$ cat config.mk
export PLATFORM = sky130hd
export DESIGN_NAME = uart_tx_arbiter
export DESIGN_NICKNAME = d
export VERILOG_FILES = /design/src/rtl/uart_ctrl_pkg.sv /design/src/rtl/uart_tx_arbiter_rr_pick.sv /design/src/rtl/uart_tx_arbiter.sv
export SDC_FILE = /design/constraint.sdc
export NUM_CORES = 1
export LEC_CHECK = 0
export ABC_AREA = 1
export CAP_MARGIN = 30
export CORE_MARGIN = 4
export CORE_UTILIZATION = 51
export CTS_BUF_LIST = sky130_fd_sc_hd__clkbuf_2
export DETAILED_ROUTE_END_ITERATION = 16
export PLACE_DENSITY = 0.88
export SYNTH_ARGS = -nofsm -noshare
export SYNTH_HDL_FRONTEND = slang
export SYNTH_SLANG_ARGS = --single-unit
$ cat constraint.sdc
create_clock -name clk -period 4.6 [get_ports clk]
set_input_delay 0.69 -clock clk [delete_from_list [all_inputs] [get_ports clk]]
set_output_delay 0.69 -clock clk [all_outputs]
set_load 0.005 [all_outputs]
$ cat src/rtl/uart_ctrl_pkg.sv
// Shared types and constants for the UART control blocks.
package uart_ctrl_pkg;

   localparam int UART_DATA_W     = 8;
   localparam int TIMEOUT_CYC_DEF = 64;

   typedef enum logic [1:0] {
      IDLE       = 2'd0,
      ISSUE      = 2'd1,
      WAIT_START = 2'd2,
      WAIT_DONE  = 2'd3
   } arb_state_t;

endpackage

$ cat src/rtl/uart_tx_arbiter_rr_pick.sv
// Combinational round-robin picker: first set request at or after i_ptr,
// wrapping modulo N. Returns one-hot grant, binary index and valid.
module rr_pick #(
   parameter int N  = 4,
   parameter int PW = $clog2(N)
) (
   input  logic [N-1:0]  i_req,
   input  logic [PW-1:0] i_ptr,
   output logic [N-1:0]  o_grant,
   output logic [PW-1:0] o_idx,
   output logic          o_valid
);

   always_comb begin
      logic [PW:0] w_pos;
      logic        w_found;
      w_pos   = '0;
      w_found = 1'b0;
      o_grant = '0;
      o_idx   = '0;
      o_valid = 1'b0;
      for (int i = 0; i < N; i++) begin
         // i_ptr is always < N, so one subtraction wraps the sum
         w_pos = {1'b0, i_ptr} + (PW+1)'(i);
         if (w_pos >= (PW+1)'(N)) begin
            w_pos = w_pos - (PW+1)'(N);
         end
         if (!w_found && i_req[w_pos[PW-1:0]]) begin
            w_found              = 1'b1;
            o_grant[w_pos[PW-1:0]] = 1'b1;
            o_idx                = w_pos[PW-1:0];
         end
      end
      o_valid = w_found;
   end

endmodule

$ cat src/rtl/uart_tx_arbiter.sv
// Round-robin sharing of one UART transmitter among NUM_REQ byte producers.
// Define TX_ARB_TIMEOUT_EN to add a watchdog that retires stuck bytes via err.
module uart_tx_arbiter
   import uart_ctrl_pkg::*;
#(
   parameter int NUM_REQ     = 4,
   parameter int PTR_W       = $clog2(NUM_REQ),
   parameter int TIMEOUT_CYC = TIMEOUT_CYC_DEF
) (
   input  logic                       clk,
   input  logic                       rst_n,
   input  logic [NUM_REQ-1:0]         req,
   input  logic [NUM_REQ*8-1:0]       req_data,
   output logic [NUM_REQ-1:0]         ack,
   output logic [NUM_REQ-1:0]         done,
   output logic [NUM_REQ-1:0]         err,
   output logic [UART_DATA_W-1:0]     tx_data,
   output logic                       tx_en,
   input  logic                       tx_done,
   output logic                       busy,
   output logic [PTR_W-1:0]           owner
);

   if (NUM_REQ < 2 || NUM_REQ > 16) begin : g_bad_num_req
      $error("uart_tx_arbiter: NUM_REQ must be 2..16");
   end
   if (TIMEOUT_CYC < 2) begin : g_bad_timeout
      $error("uart_tx_arbiter: TIMEOUT_CYC must be >= 2");
   end

   arb_state_t              r_state;
   logic [PTR_W-1:0]        r_ptr;
   logic [PTR_W-1:0]        r_owner;
   logic [NUM_REQ-1:0]      r_ack;
   logic [NUM_REQ-1:0]      r_done;
   logic [UART_DATA_W-1:0]  r_tx_data;
   logic                    r_tx_en;
   logic                    r_busy;

   logic [NUM_REQ-1:0]      w_grant;
   logic [PTR_W-1:0]        w_idx;
   logic                    w_valid;
   logic [PTR_W-1:0]        w_ptr_nxt;

   rr_pick #(
      .N  (NUM_REQ),
      .PW (PTR_W)
   ) u_pick (
      .i_req   (req),
      .i_ptr   (r_ptr),
      .o_grant (w_grant),
      .o_idx   (w_idx),
      .o_valid (w_valid)
   );

   assign w_ptr_nxt = (r_owner == PTR_W'(NUM_REQ - 1)) ? '0
                                                       : r_owner + 1'b1;

`ifdef TX_ARB_TIMEOUT_EN
   localparam int CNT_W = $clog2(TIMEOUT_CYC);

   logic [NUM_REQ-1:0] r_err;
   logic [CNT_W-1:0]   r_cnt;
   logic               w_expired;

   assign w_expired = (r_cnt == CNT_W'(TIMEOUT_CYC - 1));
   assign err       = r_err;
`else
   assign err = '0;
`endif

   always_ff @(posedge clk) begin
      if (!rst_n) begin
         r_state   <= IDLE;
         r_ptr     <= '0;
         r_owner   <= '0;
         r_ack     <= '0;
         r_done    <= '0;
         r_tx_data <= '0;
         r_tx_en   <= 1'b0;
         r_busy    <= 1'b0;
`ifdef TX_ARB_TIMEOUT_EN
         r_err     <= '0;
         r_cnt     <= '0;
`endif
      end else begin
         r_ack   <= '0;
         r_done  <= '0;
         r_tx_en <= 1'b0;
`ifdef TX_ARB_TIMEOUT_EN
         r_err   <= '0;
`endif
         unique case (r_state)
            IDLE: begin
               if (w_valid) begin
                  r_tx_data <= req_data[w_idx*UART_DATA_W +: UART_DATA_W];
                  r_ack     <= w_grant;
                  r_owner   <= w_idx;
                  r_busy    <= 1'b1;
                  r_state   <= ISSUE;
               end
            end
            ISSUE: begin
               r_tx_en <= 1'b1;
               r_state <= WAIT_START;
`ifdef TX_ARB_TIMEOUT_EN
               r_cnt   <= '0;
`endif
            end
            WAIT_START: begin
`ifdef TX_ARB_TIMEOUT_EN
               if (w_expired) begin
                  r_err[r_owner] <= 1'b1;
                  r_ptr          <= w_ptr_nxt;
                  r_busy         <= 1'b0;
                  r_state        <= IDLE;
               end else begin
                  r_cnt <= r_cnt + 1'b1;
                  if (!tx_done) begin
                     r_state <= WAIT_DONE;
                  end
               end
`else
               if (!tx_done) begin
                  r_state <= WAIT_DONE;
               end
`endif
            end
            WAIT_DONE: begin
               // completion wins over a same-cycle watchdog expiry
               if (tx_done) begin
                  r_done[r_owner] <= 1'b1;
                  r_ptr           <= w_ptr_nxt;
                  r_busy          <= 1'b0;
                  r_state         <= IDLE;
               end
`ifdef TX_ARB_TIMEOUT_EN
               else if (w_expired) begin
                  r_err[r_owner] <= 1'b1;
                  r_ptr          <= w_ptr_nxt;
                  r_busy         <= 1'b0;
                  r_state        <= IDLE;
               end else begin
                  r_cnt <= r_cnt + 1'b1;
               end
`endif
            end
            default: r_state <= IDLE;
         endcase
      end
   end

   assign ack     = r_ack;
   assign done    = r_done;
   assign tx_data = r_tx_data;
   assign tx_en   = r_tx_en;
   assign busy    = r_busy;
   assign owner   = r_owner;

endmodule

==> results.md <==
* Status: complete, no violations
* Initial DRT Pass Iterations at 4
* Top FF cell, synth: dfxtp_1
* Crit path from: r_ptr[0]
* DIE AREA at 0.00465 mm²
* Global-route wire length before repair at 7000 µm
* Yosys reg bits at 24
* Fmax at around 0.38 GHz
* CTS Buffer Depth at 2
* Number of enable flip-flop cells after synthesis at 0
* PwrDens at 434 mW/mm²
* Nets at 381
* Area of the multi-input gates at 0.00114 mm²
* P_leak at 1.22 nW
* MaxCap Viol Count at 0
* Avg WL per Cell at approximately 11 µm
* Initial antenna violation count at 0
* Hold Path Depth at 2
* Slowest-stage cell, CP: dfxtp_1
* Critical path fanouts, max at 21
* Hold Vio Cnt, Final at 0
* Setup TNS at 0 ns
* RSZ-0062 raised after global routing: no
* Row cnt at 21
* Worst Hold Class: register to register
* Port Buffers at 58
* Hold path start: busy
* Critical Setup Path Class: register to register
* Peak VDD IR at 227 µV
* Yosys Warn Count at 0
* Critical Path Source Type: register
* Final WL at 4160 µm
* Fraction of layout cells with a size suffix above 1 at 0.107
* Iter 0 DRT Violations at 88
* Worst R2R Start: r_ptr[0]
* # Post-CTS Setup Buffers at 0
* Minimum clock period at about 2.6 ns
* CTS root buf: clkbuf_2
* Vias per cell at 4.90
* Gr usage total at 0.193
* Layout Area Growth over Synthesis at 34.5%
* Die H at ~68 µm
* R2R depth at 13
* Clock skew at between 0.005 and 0.006 ns
* Setup violators final at 0
* Routability cong. at roughly 0.9
* I/O pin cnt at 63
* Crit-path cells: inv_2 > ha_1 > inv_1 > nand3_1 > nand2_1 > a21oi_1 > nand2_2 > nand3_4 > inv_1 > nand2_1 > nand3_1 > nand2_1 > nor2_1
* Vias in the first global route at 1,720
* Family with the most delay on the worst path: simple AND/OR/NAND/NOR gates
* FILL cells at about 290
* Crit share post-route at 0.569
* Total gr overflow at 0
* CTS Sinks at 24
* Resize count post-CTS at 0
* Vias at 1,823
* Largest net degree at the start of global routing at 22
* Cts hold-fix bufs at 0
* Initial Utilization at 0.540
* Chip width at approximately 70 µm
* Register area at 480 µm²
* Mapped Cells at 268
* Average size of a mapped cell at ~7 µm²
* Post-synthesis sequential area ratio at 0.260
* Design Area, Final at 0.00248 mm²
* Yosys cell types at 31
* Stages on the worst setup path at 13
* Final ANT Viol Nets at 0
* Most frequent CP cell: nand2_1
* Core Region at ~0.0034 mm²
* Placed Area at ~0.0024 mm²
* Antenna Cells at 0
* Clock Latency Late Sink at between 0.3 and 0.4 ns
* Pins Over Slew Limit at 0
* Critical Path RT at roughly 4.9 ns
* Buffers & Inverters on Critical Path at 3
* Clk slew on worst S/H paths at roughly 0.24 ns
* Post-synth ARST share at 0
* Max incr delay on CP at 0.63 ns
* Synth Cell Area at approximately 0.0018 mm²
* CTS tree: done
* Hpwl dp at around 3400 µm
* CP Capture Type: register
* # DRC at 0
* TritonCTS buffer count at 3
* H-tree depth at 1
* CP arrival at 2.89 ns
-- final timing paths --
path                endpoint  slack (ns)
setup / recovery  tx_data[6]        1.98
setup reg to reg  tx_data[6]        1.98
hold / removal          busy        0.52
hold reg to reg         busy        0.52
-- power by group --
part	internal, mW	switching [mW]	total, mW
registers	0.271	0.0429	0.314
clock network	0.0748	0.0664	0.141
logic	0.276	0.347	0.623
total	0.621	0.457	1.08
-- cell usage after synthesis (2+ instances only) --
cell type,instances,area share
buf_6,2,0.012
nor3b_2,4,0.027
nand2_1,68,0.14
nor2_1,22,0.045
a21oi_1,5,0.014
o21ai_0,9,0.024
dfxtp_1,24,0.26
inv_1,43,0.087
a22oi_1,4,0.016
o211ai_1,3,0.012
inv_2,2,0.0041
nand3_4,2,0.019
or2_0,2,0.0068
a211oi_1,2,0.0081
buf_4,4,0.016
nand3_1,21,0.057
nand3_2,3,0.016
ha_1,15,0.10
nand2_4,4,0.024
nand2_2,11,0.037
nand4_1,8,0.027
-- through the flow --
stage | setup WS, ns | hold WS [ns] | total power [mW] | utilization | std cells
after floorplan | 2.46 | 0.476 | 0.736 | - | 271
after global placement | 2.02 | 0.478 | 0.929 | 0.714 | 368
after detailed placement | 1.94 | 0.490 | 0.942 | 0.714 | 368
after CTS | 1.99 | 0.522 | 1.09 | 0.727 | 372
after global routing | 1.71 | 0.566 | 1.19 | 0.727 | 372
final | 1.98 | 0.515 | 1.08 | 0.727 | 372
-- cells in the final DEF (no fill, tap or decap), types with 3 or more instances in the layout --
master           synthesis  final
a21oi_1                  5      5
nand2_4                  4      4
clkbuf_2                 0      3
nand2_2                 11     11
nand3_1                 21     21
nor2_1                  22     22
nand4_1                  8      8
o21ai_0                  9      9
conb_1                   1      4
dfxtp_1                 24     24
clkdlybuf4s50_1          0     58
a22oi_1                  4      4
inv_1                   43     43
nand3_2                  3      3
o211ai_1                 3      3
nor3b_2                  4      4
nand2_1                 68     68
ha_1                    15     15
-- final cells by class --
class / count / area share
inverters: 46 / 0.0706
repair buffers: 58 / 0.234
flip-flops and latches: 24 / 0.194
well taps: 46 / 0.0232
multi-input cells: 194 / 0.461
clock buffers: 3 / 0.00605
clock inverters: 1 / 0.0121
-- state kept, by name, summed over array words and instances (netlist names) --
| signal | cells |
|---|---|
| r_state | 2 |
| tx_en | 1 |
| owner | 2 |
| ack | 4 |
| busy | 1 |
| r_ptr | 2 |
| done | 4 |
| tx_data | 8 |
-- cell families (layout without fill, tap and decap cells) --
group / after synthesis / count (layout) / synth area share
DFF: 24 / 24 / 0.260
adders and majority gates: 15 / 15 / 0.102
other: 1 / 4 / 0.00203
buffers and inverters: 53 / 108 / 0.126
and+or+nand+nor: 149 / 149 / 0.421
AOI/OAI and AO/OA: 26 / 26 / 0.0888
-- layer usage --
layer / vias up / GRT usage / part of all wire
li1: 958 / - / -
met1: 802 / 0.247 / 0.45
met2: 59 / 0.329 / 0.48
met3: 4 / 0.0361 / 0.063
met4: 0 / 0.0546 / 0.0055
met5: - / 0 / 0
-- tightest hold or removal path, stage by stage, from the launching register on --
cell and delay [ns]:
dfxtp_1 0.37, nand3_1 0.07, o21ai_0 0.07
Power figures use the tool's default switching activity.
